<file path="src/rtl/frame_buffer_pkg.sv">
// Shared definitions for the frame buffer controller.
// Holds the default sizing and the controller state encoding.
// Contents: FB_DATA_W, FB_ADDR_W, FB_FRAME_PIXELS, fb_state_t.
package frame_buffer_pkg;

    localparam int FB_DATA_W       = 8;
    localparam int FB_ADDR_W       = 15;
    localparam int FB_FRAME_PIXELS = 19200;  // 160x120

    typedef enum logic [1:0] {
        ST_IDLE    = 2'd0,
        ST_CAPTURE = 2'd1,
        ST_READY   = 2'd2,
        ST_READOUT = 2'd3
    } fb_state_t;

endpackage

</file>
<file path="src/rtl/fb_addr_counter.sv">
// Frame address counter: clear, increment, terminal count at FRAME_PIXELS-1.
// Ports: clk/rst, clr (restart at 0 this cycle), inc (advance), cur (address
//        to use this cycle, already reflecting clr), tc (cur is the last pixel).
// The count wraps to 0 after the last pixel, so it never exceeds FRAME_PIXELS-1.
module fb_addr_counter #(
    parameter int ADDR_W       = 15,
    parameter int FRAME_PIXELS = 19200
) (
    input  logic              clk,
    input  logic              rst,
    input  logic              clr,
    input  logic              inc,
    output logic [ADDR_W-1:0] cur,
    output logic              tc
);

    localparam logic [ADDR_W-1:0] LAST = ADDR_W'(FRAME_PIXELS - 1);

    logic [ADDR_W-1:0] cnt_q;
    logic [ADDR_W-1:0] cnt_d;

    // A clear and an increment in the same cycle means "use address 0 now",
    // so the stored count becomes 1 (or wraps for a one-pixel frame).
    always_comb begin
        cur   = clr ? '0 : cnt_q;
        tc    = (cur == LAST);
        cnt_d = cur;
        if (inc) begin
            cnt_d = tc ? '0 : cur + 1'b1;
        end
    end

    always_ff @(posedge clk or posedge rst) begin
        if (rst) begin
            cnt_q <= '0;
        end else begin
            cnt_q <= cnt_d;
        end
    end

endmodule

</file>
<file path="src/rtl/frame_buffer_ctrl.sv">
// Single-frame buffer between a camera and a pixel consumer over an external RAM.
// Ports: i_clk/i_rst; camera i_Cam_Frame_Start/i_Cam_Valid/i_Cam_Data; consumer
//        i_Rd_Req -> o_Rd_Data/o_Rd_Valid (1 cycle after read enable); status
//        o_Frame_Ready, sticky o_Overflow; RAM write/read address, data, enables.
// Macro FRAME_BUFFER_CTRL_WRAP_READ_EN: readout wraps to READY for repeated refresh and
// a frame start during READY/READOUT recaptures instead of flagging overflow.
module frame_buffer_ctrl
    import frame_buffer_pkg::*;
#(
    parameter int DATA_W       = FB_DATA_W,
    parameter int ADDR_W       = FB_ADDR_W,
    parameter int FRAME_PIXELS = FB_FRAME_PIXELS
) (
    input  logic              i_clk,
    input  logic              i_rst,
    input  logic              i_Cam_Frame_Start,
    input  logic              i_Cam_Valid,
    input  logic [DATA_W-1:0] i_Cam_Data,
    input  logic              i_Rd_Req,
    output logic [DATA_W-1:0] o_Rd_Data,
    output logic              o_Rd_Valid,
    output logic              o_Frame_Ready,
    output logic              o_Overflow,
    output logic [ADDR_W-1:0] o_Ram_Write_Adress,
    output logic [ADDR_W-1:0] o_Ram_Read_Adress,
    output logic [DATA_W-1:0] o_Ram_Data,
    output logic              o_Ram_Enable_Write,
    output logic              o_Ram_Enable_Read,
    input  logic [DATA_W-1:0] i_Ram_Data
);

`ifdef FRAME_BUFFER_CTRL_WRAP_READ_EN
    localparam bit WRAP_READ = 1'b1;
`else
    localparam bit WRAP_READ = 1'b0;
`endif

    fb_state_t state_q, state_d;

    logic in_capture, in_read;
    logic restart, drop, wr_en, rd_en, frame_done, rd_last;
    logic [ADDR_W-1:0] wr_cur, rd_cur;
    logic              wr_tc, rd_tc;

    logic              wr_en_q, wr_en_d;
    logic [ADDR_W-1:0] wr_addr_q, wr_addr_d;
    logic [DATA_W-1:0] wr_data_q, wr_data_d;
    logic              rd_en_q, rd_en_d;
    logic [ADDR_W-1:0] rd_addr_q, rd_addr_d;
    logic              rd_vld_q, rd_vld_d;
    logic              frame_ready_q, frame_ready_d;
    logic              overflow_q, overflow_d;

    // Event decode shared by the next-state and output logic.
    always_comb begin
        in_capture = (state_q == ST_CAPTURE);
        in_read    = (state_q == ST_READY) || (state_q == ST_READOUT);
        // A start pulse while a frame is held is either a drop or a recapture.
        restart    = i_Cam_Frame_Start && (!in_read || WRAP_READ);
        drop       = i_Cam_Frame_Start && in_read && !WRAP_READ;
        // Start and valid together write the first pixel at address 0.
        wr_en      = i_Cam_Valid && (restart || in_capture);
        // A recapture aborts a read requested in the same cycle.
        rd_en      = i_Rd_Req && in_read && !restart;
        frame_done = wr_en && wr_tc;
        rd_last    = rd_en && rd_tc;
    end

    fb_addr_counter #(
        .ADDR_W       (ADDR_W),
        .FRAME_PIXELS (FRAME_PIXELS)
    ) u_wr_cnt (
        .clk (i_clk),
        .rst (i_rst),
        .clr (restart),
        .inc (wr_en),
        .cur (wr_cur),
        .tc  (wr_tc)
    );

    fb_addr_counter #(
        .ADDR_W       (ADDR_W),
        .FRAME_PIXELS (FRAME_PIXELS)
    ) u_rd_cnt (
        .clk (i_clk),
        .rst (i_rst),
        .clr (frame_done),
        .inc (rd_en),
        .cur (rd_cur),
        .tc  (rd_tc)
    );

    // State register.
    always_ff @(posedge i_clk or posedge i_rst) begin
        if (i_rst) begin
            state_q <= ST_IDLE;
        end else begin
            state_q <= state_d;
        end
    end

    // Next-state logic.
    always_comb begin
        state_d = state_q;
        case (state_q)
            ST_IDLE, ST_CAPTURE: begin
                if (frame_done) begin
                    state_d = ST_READY;
                end else if (restart) begin
                    state_d = ST_CAPTURE;
                end
            end
            ST_READY, ST_READOUT: begin
                if (frame_done) begin
                    state_d = ST_READY;
                end else if (restart) begin
                    state_d = ST_CAPTURE;
                end else if (rd_last) begin
                    state_d = WRAP_READ ? ST_READY : ST_IDLE;
                end else if (rd_en) begin
                    state_d = ST_READOUT;
                end
            end
            default: state_d = ST_IDLE;
        endcase
    end

    // Output logic: next values of the registered outputs.
    // Addresses and write data hold when their enable is low.
    always_comb begin
        wr_en_d       = wr_en;
        wr_addr_d     = wr_en ? wr_cur : wr_addr_q;
        wr_data_d     = wr_en ? i_Cam_Data : wr_data_q;
        rd_en_d       = rd_en;
        rd_addr_d     = rd_en ? rd_cur : rd_addr_q;
        rd_vld_d      = rd_en_q;
        overflow_d    = overflow_q | drop;
        frame_ready_d = frame_ready_q;
        if (frame_done) begin
            frame_ready_d = 1'b1;
        end else if (restart) begin
            frame_ready_d = 1'b0;
        end else if (rd_last && !WRAP_READ) begin
            frame_ready_d = 1'b0;
        end
    end

    always_ff @(posedge i_clk or posedge i_rst) begin
        if (i_rst) begin
            wr_en_q       <= 1'b0;
            wr_addr_q     <= '0;
            wr_data_q     <= '0;
            rd_en_q       <= 1'b0;
            rd_addr_q     <= '0;
            rd_vld_q      <= 1'b0;
            frame_ready_q <= 1'b0;
            overflow_q    <= 1'b0;
        end else begin
            wr_en_q       <= wr_en_d;
            wr_addr_q     <= wr_addr_d;
            wr_data_q     <= wr_data_d;
            rd_en_q       <= rd_en_d;
            rd_addr_q     <= rd_addr_d;
            rd_vld_q      <= rd_vld_d;
            frame_ready_q <= frame_ready_d;
            overflow_q    <= overflow_d;
        end
    end

    assign o_Ram_Enable_Write = wr_en_q;
    assign o_Ram_Write_Adress = wr_addr_q;
    assign o_Ram_Data         = wr_data_q;
    assign o_Ram_Enable_Read  = rd_en_q;
    assign o_Ram_Read_Adress  = rd_addr_q;
    assign o_Rd_Valid         = rd_vld_q;
    // RAM returns data the cycle after the enable; gate it so it reads 0 when idle.
    assign o_Rd_Data          = rd_vld_q ? i_Ram_Data : '0;
    assign o_Frame_Ready      = frame_ready_q;
    assign o_Overflow         = overflow_q;

endmodule
</file>
<file path="config.mk">
export PLATFORM = sky130hd
export DESIGN_NAME = frame_buffer_ctrl
export DESIGN_NICKNAME = d
export VERILOG_FILES = /design/src/rtl/frame_buffer_pkg.sv /design/src/rtl/fb_addr_counter.sv /design/src/rtl/frame_buffer_ctrl.sv
export SDC_FILE = /design/constraint.sdc
export NUM_CORES = 1
export LEC_CHECK = 0
export ABC_AREA = 1
export ABC_CLOCK_PERIOD_IN_PS = 3700
export CORE_MARGIN = 1.5
export CORE_UTILIZATION = 51
export CTS_CLUSTER_SIZE = 40
export DETAILED_ROUTE_END_ITERATION = 7
export GPL_TIMING_DRIVEN = 0
export PLACE_DENSITY_LB_ADDON = 0.1
export SETUP_SLACK_MARGIN = 0.2
export SYNTH_ARGS = -nofsm -noshare
export SYNTH_HDL_FRONTEND = slang
export SYNTH_SLANG_ARGS = --single-unit
export TNS_END_PERCENT = 20
</file>
<file path="constraint.sdc">
create_clock -name i_clk -period 3.7 [get_ports i_clk]
set_input_delay 0.74 -clock i_clk [delete_from_list [all_inputs] [get_ports i_clk]]
set_output_delay 0.74 -clock i_clk [all_outputs]
set_load 0.02 [all_outputs]
</file>
==> summary.txt, run 1 <==
Status
  – Status: completed

GRT
  – GR Util All Layers: 0.233
  – Global route total overflow: 0
  – Global-route wire length before repair: 13600 µm
  – Largest net degree at the start of global routing: about 60
  – Vias in the first global route: 2981
  – Initial antenna violation count: 0

Setup path
  – CP Launch Type: primary input
  – Crit path max fanout: 10
  – Kind of critical path: primary input to flip-flop
  – Slowest CP cell: clkdlybuf4s15_2
  – WP buf/inv: 10
  – CP peak stage delay: 0.23 ns
  – Most used cell, CP: inv_1
  – Required time of the critical path: between 3 and 4 ns
  – CP delay by family, top: simple AND/OR/NAND/NOR gates
  – Crit. End Element: flip-flop
  – Arrival time at the worst endpoint: 3.47 ns

Placed design
  – Pre-CTS setup slack: -1.07 ns
  – Buffers on Ports: 71
  – GPL Wtd Cong: around 0.87
  – DP Cell Count: 589
  – DP HPWL: around 5700 µm

Detailed routing
  – First-pass iteration count of the detailed router: 4
  – Violation count after the first detailed-routing iteration: 166
  – Detailed Route WL: 8000 µm
  – Via density: 4.99
  – Routed Antenna Nets: 0
  – Via count: about 3100
  – DR WL/cell: 13.1 µm
  – DRC Markers: 0

Logic synthesis
  – Mapped Cells: between 400 and 500
  – Simple-gate share of the synthesized area: 0.285
  – Cell Area, Synth: 3560 µm²
  – Register area share after synthesis: 0.527
  – Post-synthesis adder-cell area fraction: 0.00703
  – Compound-cell area share of the yosys netlist: 0.0658
  – Flop and latch count out of synthesis: 75
  – Post-synth top area cell: dfrtp_1
  – Post-Syn Nets: 460
  – Post-synth top cells: 127 x nand2_1, 75 x dfrtp_1, 59 x inv_1
  – Distinct cells, synth: 31
  – Async set-reset flop share out of synthesis: 1.00
  – Ys flop type: dfrtp_1
  – Mean area per synthesized cell: 8.14 µm²
  – Main combinational cell family by area after synthesis: simple AND/OR/NAND/NOR gates
  – Yosys top cell area share: 0.527
  – Xor/xnor cell area share of the yosys netlist: 0.0295
  – Top cells by area, synth: dfrtp_1 53%, nand2_1 13%, inv_1 6.2%
  – Count leader, synth: nand2_1
  – Synthesis Warnings: 0
  – Post-synth EDFFs: 0
  – Mux cell area share after synthesis: 0

Power
  – Max VDD drop: 0.000186 V
  – Power Density: 361 nW/µm²
  – Pwr Total: about 1.7 mW
  – Leakage: 2.36 nW

Clock tree
  – Clk Latency, worst-skew pair: 0.35 ns
  – Num CTS Buffers: 9
  – Sink Count: 75
  – Worst-case clock buffer depth: 2
  – H-tree depth: 3
  – CTS tree: yes
  – Clock root buffer: clkbuf_8
  – Clock transition at path regs: 0.08 ns

Cells and area
  – Fin cells: 612
  – Nets: between 500 and 600
  – Fin util: 0.692
  – Area occupied by multi-input gates: 1420 µm²
  – Share of post-route cells with drive strength above 1: 0.113
  – Synth-to-layout area growth: 31.5%
  – Antenna diodes: 0
  – Filler cells: between 500 and 600
  – FF/Latch Area: ~1900 µm²

Floorplan
  – Die Span Y: between 80 and 90 µm
  – Chip Width: around 87 µm
  – Die area: 7490 µm²
  – Row count: 30
  – Core area: 6760 µm²
  – Initial Util: 0.527
  – # IOs: 72

Timing
  – RSZ-0062 raised after global routing: no
  – Final setup margin: 0.502 ns
  – Worst-Margin Slew: around 0.49 ns
  – Pins Over Slew Limit: 0
  – Endpoints failing hold: 0
  – Final period util: 0.864
  – Setup TNS: 0 ns
  – Fin crit period: ~3.2 ns
  – Final setup violation count: 0
  – Fmax: 0.313 GHz
  – Worst slew margin: 0.673
  – Clk_skew: 0.0111 ns

Min path
  – HP Class: flip-flop to flip-flop

Run
  – Max-cap violations: 0
==> per-stage QoR <==
stage | hold slack [ns] | area, µm²
3_5_place_dp | 0.362 | 4400
4_1_cts | 0.380 | 4620
6_report | 0.378 | 4680
5_1_grt | 0.392 | 4680
3_3_place_gp | 0.358 | 4370
2_1_floorplan | 0.494 | 3560
==> cells by family after synthesis <==
family | count (synthesis)
adders and majority gates | 2
xor gates and xnor gates | 12
and+or+nand+nor | 230
DFF | 75
AOI/OAI and AO/OA | 43
buffers and inverters | 75
==> layer usage <==
metal  wire length [µm]  track usage  up-vias
met5                  0            0        -
met4                114       0.0982        0
met3                451       0.0390        9
met2               3760        0.371       77
met1               3670        0.319     1435
li1                   -            -     1535
==> final timing paths <==
kind	start	endpoint	slack (ns)	cells past startpoint
min in group asynchronous	i_rst	u_rd_cnt.cnt_q[10]$_DFF_PP0_	0.68	2
hold reg to reg	o_Ram_Enable_Read$_DFF_PP0_	o_Rd_Valid$_DFF_PP0_	0.38	0
setup reg to reg	state_q[1]$_DFFE_PP0P_	u_rd_cnt.cnt_q[12]$_DFF_PP0_	0.65	28
hold / removal	o_Ram_Enable_Read$_DFF_PP0_	o_Rd_Valid$_DFF_PP0_	0.38	0
max in group asynchronous	i_rst	u_rd_cnt.cnt_q[1]$_DFF_PP0_	2.48	3
setup / recovery	i_Cam_Frame_Start	u_rd_cnt.cnt_q[9]$_DFF_PP0_	0.50	26
==> layout by cell type (no fill, tap or decap), drive strengths merged <==
cell type / count
clkbuf: 18
o21a: 1
clkdlybuf4s15: 1
clkinv: 3
a211oi: 1
nor2: 52
o22ai: 1
ha: 2
inv: 61
buf: 13
o211a: 2
xnor2: 5
nand4: 6
nor3: 8
clkinvlp: 4
or2: 1
nand3: 26
o21ai: 30
a21oi: 7
nor4: 2
xor2: 7
nand2: 134
dfrtp: 75
nand3b: 1
a21o: 1
clkdlybuf4s50: 70
==> report_power, final <==
part	leakage (nW)	switching (mW)	internal [mW]	total (mW)
logic	1.33	0.132	0.109	0.241
registers	0.953	0.0336	0.867	0.901
clock network	0.0770	0.308	0.239	0.548
total	2.36	0.474	1.21	1.69
==> final cells by class <==
type                    count  share of cell area
plain buffers              14              0.0193
clock buffers               9              0.0265
clock inverters             7             0.00963
inverters                  61              0.0495
multi-input cells         287               0.303
flip-flops and latches     75               0.401
well taps                  80              0.0214
repair buffers             79               0.169
==> state kept, by name (all words and copies together), names as in the netlist, 2 cells and up <==
register	count
o_Ram_Data	8
o_Ram_Read_Adress	15
o_Ram_Write_Adress	15
state_q	2
u_rd_cnt.cnt_q	15
u_wr_cnt.cnt_q	15
==> what timing repair did <==
action / in CTS / in global routing
buffers inserted: 4 / 3
cloned: 0 / 0
hold buffers: 0 / 0
endpoints found under the setup margin: 18 / 15
endpoints found under the hold margin: 0 / 0
pin swaps: 4 / 3
resized for setup: 10 / 10
(Power assumes the default switching activity.)
==> run 2: changes to the inputs <==
--- a/config.mk
+++ b/config.mk
@@ -8,9 +8,11 @@
 export ABC_AREA = 1
 export ABC_CLOCK_PERIOD_IN_PS = 3700
 export CORE_MARGIN = 1.5
-export CORE_UTILIZATION = 51
+export CORE_UTILIZATION = 60
 export CTS_CLUSTER_SIZE = 40
 export DETAILED_ROUTE_END_ITERATION = 7
+export DONT_BUFFER_PORTS = 1
+export GPL_ROUTABILITY_DRIVEN = 0
 export GPL_TIMING_DRIVEN = 0
 export PLACE_DENSITY_LB_ADDON = 0.1
 export SETUP_SLACK_MARGIN = 0.2
==> run 2 against run 1 <==
Utilization increased by 2.5 points. Count of clock-buffer cells in the layout increased by 3. Clock skew decreased by 0.0022 ns. Wire length decreased by 4.3%. Total power increased by 4.4%. Sequential share of layout area increased by 6.5 points. First-iteration DRC count decreased by 1.2%. Critical path depth increased by 2. Via count decreased by 6.7%. Worst setup slack got worse by 0.019 ns. Hold slack got worse by 0.16 ns. Die area decreased by 15%. Critical path type is now flip-flop to flip-flop.
==> summary.txt, run 2 (synthesis results as in run 1) <==
Cells and area
  – Antenna diodes: 0
  – Final Instance Area: ~4000 µm²
  – Most frequent cells in the layout: 126 x nand2_1, 75 x dfrtp_1, 58 x inv_1
  – Share of post-route cells with drive strength above 1: 0.119
  – Nets: 480
  – Synth-to-layout area growth: 13.0%
  – Most common cell after layout, fill and taps aside: nand2_1

Power
  – Pwr Total: approximately 1.8 mW
  – Power Density: 438 nW/µm²
  – Leakage: 2.13 nW
  – Max VDD drop: 0.000338 V

Setup path
  – Crit. End Element: flip-flop
  – Worst-case reg-to-reg path depth: 28
  – Arrival time at the worst endpoint: 3.46 ns
  – Kind of critical path: flip-flop to flip-flop
  – Crit path max fanout: 10
  – WP depth: 28
  – CP delay by family, top: simple AND/OR/NAND/NOR gates
  – CP Launch Type: flip-flop
  – CP peak stage delay: 0.39 ns
  – WP buf/inv: 10
  – Required time of the critical path: approximately 3.9 ns
  – Slowest CP cell: dfrtp_1

Detailed routing
  – Violation count after the first detailed-routing iteration: 164
  – M1 wire length: 3500 µm
  – Detailed Route WL: 7650 µm
  – Routed Antenna Nets: 0
  – Met2 WL: roughly 3600 µm
  – Via count: 2851
  – Met3 WL: slightly below 500 µm
  – Via density: 5.34
  – DR top layer: met4
  – DRC Markers: 0
  – First-pass iteration count of the detailed router: 4
  – DR WL/cell: 14.3 µm

Status
  – Status: completed

Clock tree
  – Num CTS Buffers: 9
  – Clock root buffer: clkbuf_8
  – H-tree depth: 3
  – Worst-case clock buffer depth: 2
  – Sink Count: 75
  – Clock transition at path regs: 0.08 ns
  – Clk Latency, worst-skew pair: 0.35 ns
  – CTS tree: yes

GRT
  – Initial antenna violation count: 0
  – Global-route wire length before repair: 13000 µm
  – GR Util All Layers: 0.271
  – Largest net degree at the start of global routing: 55
  – Global route total overflow: 0
  – Vias in the first global route: ~2800

Timing
  – Final period util: 0.869
  – Fmax: 0.311 GHz
  – Final setup violation count: 0
  – Worst slew margin: 0.660
  – RSZ-0062 raised after global routing: no
  – Final setup margin: 0.484 ns
  – Pins Over Slew Limit: 0
  – Fin crit period: 3.22 ns
  – Worst-Margin Slew: 0.510 ns
  – Setup TNS: 0 ns
  – Endpoints failing hold: 0
  – Clk_skew: 0.00882 ns

Floorplan
  – Die area: about 6400 µm²
  – Core area: approximately 5600 µm²
  – Initial Util: 0.635
  – Die Span Y: ~80 µm
  – Chip Width: 80.0 µm
  – # IOs: between 70 and 80
  – Row count: 27

Placed design
  – DP HPWL: 5370 µm
  – Buffers on Ports: 0
  – Pre-CTS setup slack: -0.481 ns
  – Dpl cell area: 3680 µm²

Min path
  – HP Class: primary input to async pin

Run
  – Max-cap violations: 0
-- run 2: cell type report --
class	instances	area, µm²
plain buffers	14	97.6
clock buffers	12	145
clock inverters	4	73.8
fillers	443	1590
inverters	61	231
multi-input cells	287	1420
flip-flops and latches	75	1880
well taps	72	90.1
repair buffers	9	87.6
-- run 2: where the power goes --
group | total (mW) | leakage (nW) | switching, mW | internal (mW)
clock network | 0.692 | 0.111 | 0.293 | 0.399
logic | 0.138 | 1.07 | 0.0916 | 0.0464
registers | 0.933 | 0.953 | 0.0655 | 0.867
-- run 2: what timing repair did --
item	4_1_cts	5_1_grt
endpoints found under the setup margin	15	14
buffers inserted	0	8
cloned	0	0
pin swaps	0	3
gates resized for setup	9	8
hold buffers	0	0
-- run 2: final timing paths --
| kind | to | slack (ns) | start |
|---|---|---|---|
| max | u_rd_cnt.cnt_q[12]$_DFF_PP0_ | 0.48 | state_q[1]$_DFFE_PP0P_ |
| min | o_Ram_Read_Adress[12]$_DFFE_PP0P_ | 0.22 | i_rst |
| max reg2reg | u_rd_cnt.cnt_q[12]$_DFF_PP0_ | 0.48 | state_q[1]$_DFFE_PP0P_ |
| min reg2reg | o_Rd_Valid$_DFF_PP0_ | 0.53 | o_Ram_Enable_Read$_DFF_PP0_ |
| max in group asynchronous | u_wr_cnt.cnt_q[9]$_DFF_PP0_ | 2.92 | i_rst |
| min in group i_clk | o_Overflow$_DFF_PP0_ | 0.51 | i_Cam_Frame_Start |
-- run 2: worst register-to-register path, delay by kind of cell, from the launching register on --
| family | cells | cell delay [ns] |
|---|---|---|
| simple gates | 16 | 1.41 |
| fa+ha+maj | 2 | 0.35 |
| flops | 1 | 0.39 |
| buf+inv | 10 | 0.94 |
-- run 2: metal layers --
layer	vias to the layer above	track usage
met5	-	0
met4	0	0.0983
met3	7	0.0686
met2	96	0.429
met1	1344	0.359
li1	1404	-
-- run 2: through the flow --
step	util	instances	hold WS [ns]
6_report	0.717	534	0.222
3_3_place_gp	0.651	509	0.509
3_5_place_dp	0.656	510	0.521
4_1_cts	0.701	526	0.218
2_1_floorplan	-	437	0.494
5_1_grt	0.717	534	0.226
==> run 3: changes to the inputs <==
--- a/config.mk
+++ b/config.mk
@@ -13,7 +13,6 @@
 export DETAILED_ROUTE_END_ITERATION = 7
 export DONT_BUFFER_PORTS = 1
 export GPL_ROUTABILITY_DRIVEN = 0
-export GPL_TIMING_DRIVEN = 0
 export PLACE_DENSITY_LB_ADDON = 0.1
 export SETUP_SLACK_MARGIN = 0.2
 export SYNTH_ARGS = -nofsm -noshare
==> run 3 against run 2 <==
Via count is 4.8% lower. Clock skew is 0.0039 ns lower. Largest power group unchanged. Sequential power hardly changed. Highest routed layer unchanged.
==> summary.txt, run 3 (synthesis results as in run 1) <==
Timing
  – Clk_skew: between 0.004 and 0.005 ns
  – Final period util: 0.859
  – Worst-Margin Slew: around 0.76 ns
  – Endpoints failing hold: 0
  – Pins Over Slew Limit: 0
  – RSZ-0062 raised after global routing: no
  – Worst slew margin: 0.494
  – Final setup violation count: 0
  – Fin crit period: 3.18 ns
  – Setup TNS: 0 ns
  – Final setup margin: 0.522 ns
  – Fmax: 0.315 GHz

Clock tree
  – CTS tree: yes
  – H-tree depth: 3
  – Sink Count: 75
  – Worst-case clock buffer depth: 2
  – Clock root buffer: clkbuf_8
  – Post-CTS Hold Fix Bufs: 0
  – Clock transition at path regs: 0.08 ns
  – Clk Latency, worst-skew pair: roughly 0.34 ns
  – Num CTS Buffers: 9

Floorplan
  – Core area: 5610 µm²
  – # IOs: 72
  – Row count: 27
  – Die area: 6400 µm²
  – Initial Util: 0.635
  – Chip Width: 80.0 µm
  – Die Span Y: ~80 µm

Cells and area
  – Nets: 465
  – Fin cells: 519
  – Most common cell after layout, fill and taps aside: nand2_1
  – Antenna diodes: 0
  – Synth-to-layout area growth: 8.19%
  – Share of post-route cells with drive strength above 1: 0.105
  – Most frequent cells in the layout: 127 x nand2_1, 75 x dfrtp_1, 57 x inv_1

GRT
  – Largest net degree at the start of global routing: 41
  – Global-route wire length before repair: 12200 µm
  – Vias in the first global route: 2652
  – Global route total overflow: 0
  – Initial antenna violation count: 0
  – GR Util All Layers: 0.249

Detailed routing
  – First-pass iteration count of the detailed router: 4
  – DRC Markers: 0
  – Routed Antenna Nets: 0
  – DR WL/cell: between 10 and 15 µm
  – Violation count after the first detailed-routing iteration: 191
  – Detailed Route WL: 7170 µm
  – Via count: 2715
  – Via density: 5.23

Run
  – Max-cap violations: 0

Placed design
  – DP HPWL: 4910 µm
  – DP Cell Count: ~500
  – Buffers on Ports: 0
  – Pre-CTS setup slack: 0.270 ns

Setup path
  – Arrival time at the worst endpoint: 3.44 ns
  – Required time of the critical path: 3.97 ns
  – Crit path max fanout: 9
  – Kind of critical path: flip-flop to flip-flop
  – CP Launch Type: flip-flop
  – Crit. End Element: flip-flop

Power
  – Leakage: between 2 and 2.5 nW
  – Power Density: around 440 nW/µm²
  – Max VDD drop: ~0.00024 V

Status
  – Status: completed

Min path
  – HP Class: primary input to async pin
==> run 3: cell count changes in the layout (fill, tap and decap cells not counted), moves of 2 or more <==
cell        delta
clkbuf_1       -9
buf_8          -4
clkinvlp_4     +3
nand2_4        -2
nand3_1        +2
==> run 3: path summary, 6_finish.rpt <==
check                                             from                                 end  slack [ns]  cells after the start
hold reg to reg            o_Ram_Enable_Read$_DFF_PP0_                o_Rd_Valid$_DFF_PP0_        0.53                      0
setup reg to reg                state_q[1]$_DFFE_PP0P_        u_rd_cnt.cnt_q[11]$_DFF_PP0_        0.52                     22
min in group i_clk                       i_Cam_Data[1]           o_Ram_Data[1]$_DFFE_PP0N_        0.51                      2
hold / removal                                   i_rst   o_Ram_Read_Adress[10]$_DFFE_PP0P_        0.41                      1
setup / recovery                state_q[1]$_DFFE_PP0P_        u_rd_cnt.cnt_q[11]$_DFF_PP0_        0.52                     22
max in group asynchronous                        i_rst  o_Ram_Write_Adress[10]$_DFFE_PP0N_        2.63                      2
==> run 3: where the power goes <==
| group | internal (mW) | total (mW) | switching, mW | leakage, nW |
|---|---|---|---|---|
| sequential | 0.867 | 0.936 | 0.0686 | 0.953 |
| combinational | 0.0450 | 0.134 | 0.0886 | 0.993 |
| clock | 0.329 | 0.621 | 0.291 | 0.0926 |
| total | 1.24 | 1.69 | 0.449 | 2.04 |
==> run 3: metrics by stage <==
| stage | hold slack [ns] | total power [mW] | util | cell area (µm²) |
|---|---|---|---|---|
| 2_1_floorplan | 0.494 | 1.05 | - | 3560 |
| 3_3_place_gp | 0.509 | 1.08 | 0.647 | 3630 |
| 3_5_place_dp | 0.518 | 1.08 | 0.647 | 3630 |
| 4_1_cts | 0.423 | 1.70 | 0.682 | 3830 |
| 5_1_grt | 0.481 | 1.76 | 0.687 | 3850 |
| 6_report | 0.411 | 1.69 | 0.687 | 3850 |
==> run 3: cell type report <==
class	instances	area, µm²
Inverter	61	233
Sequential cell	75	1880
Clock inverter	4	50.0
Tap cell	72	90.1
Timing Repair Buffer	8	72.6
Multi-Input combinational cell	287	1380
Clock buffer	12	145
Fill cell	463	1760
==> run 3: worst max-delay path: stages, from the launching register on <==
cell        delay (ns)
dfrtp_1           0.42
inv_2             0.08
nand2_2           0.19
clkinvlp_4        0.18
nor2_1            0.22
ha_1              0.22
nand2_1           0.06
inv_1             0.05
nand3_1           0.16
nor2_4            0.18
nand3_2           0.14
nand2_1           0.11
inv_1             0.07
ha_1              0.21
nand2_1           0.09
inv_1             0.04
nand3_1           0.11
nor2_4            0.07
nand2_1           0.12
inv_1             0.07
nand2_2           0.12
o21ai_1           0.09
a21oi_1           0.12
==> run 3: metal layers <==
metal  vias to the layer above  track usage  part of all wire
met1                      1252        0.357              0.49
li1                       1363            -                 -
met2                        91        0.369              0.44
met4                         0        0.103             0.013
met3                         9       0.0491             0.060
met5                         -            0                 0
==> run 3: what timing repair did <==
| action | CTS | global route |
|---|---|---|
| resized for setup | 0 | 2 |
| endpoints found under the setup margin | 0 | 6 |
| hold endpoints to repair | 0 | 0 |
| setup buffers | 0 | 2 |
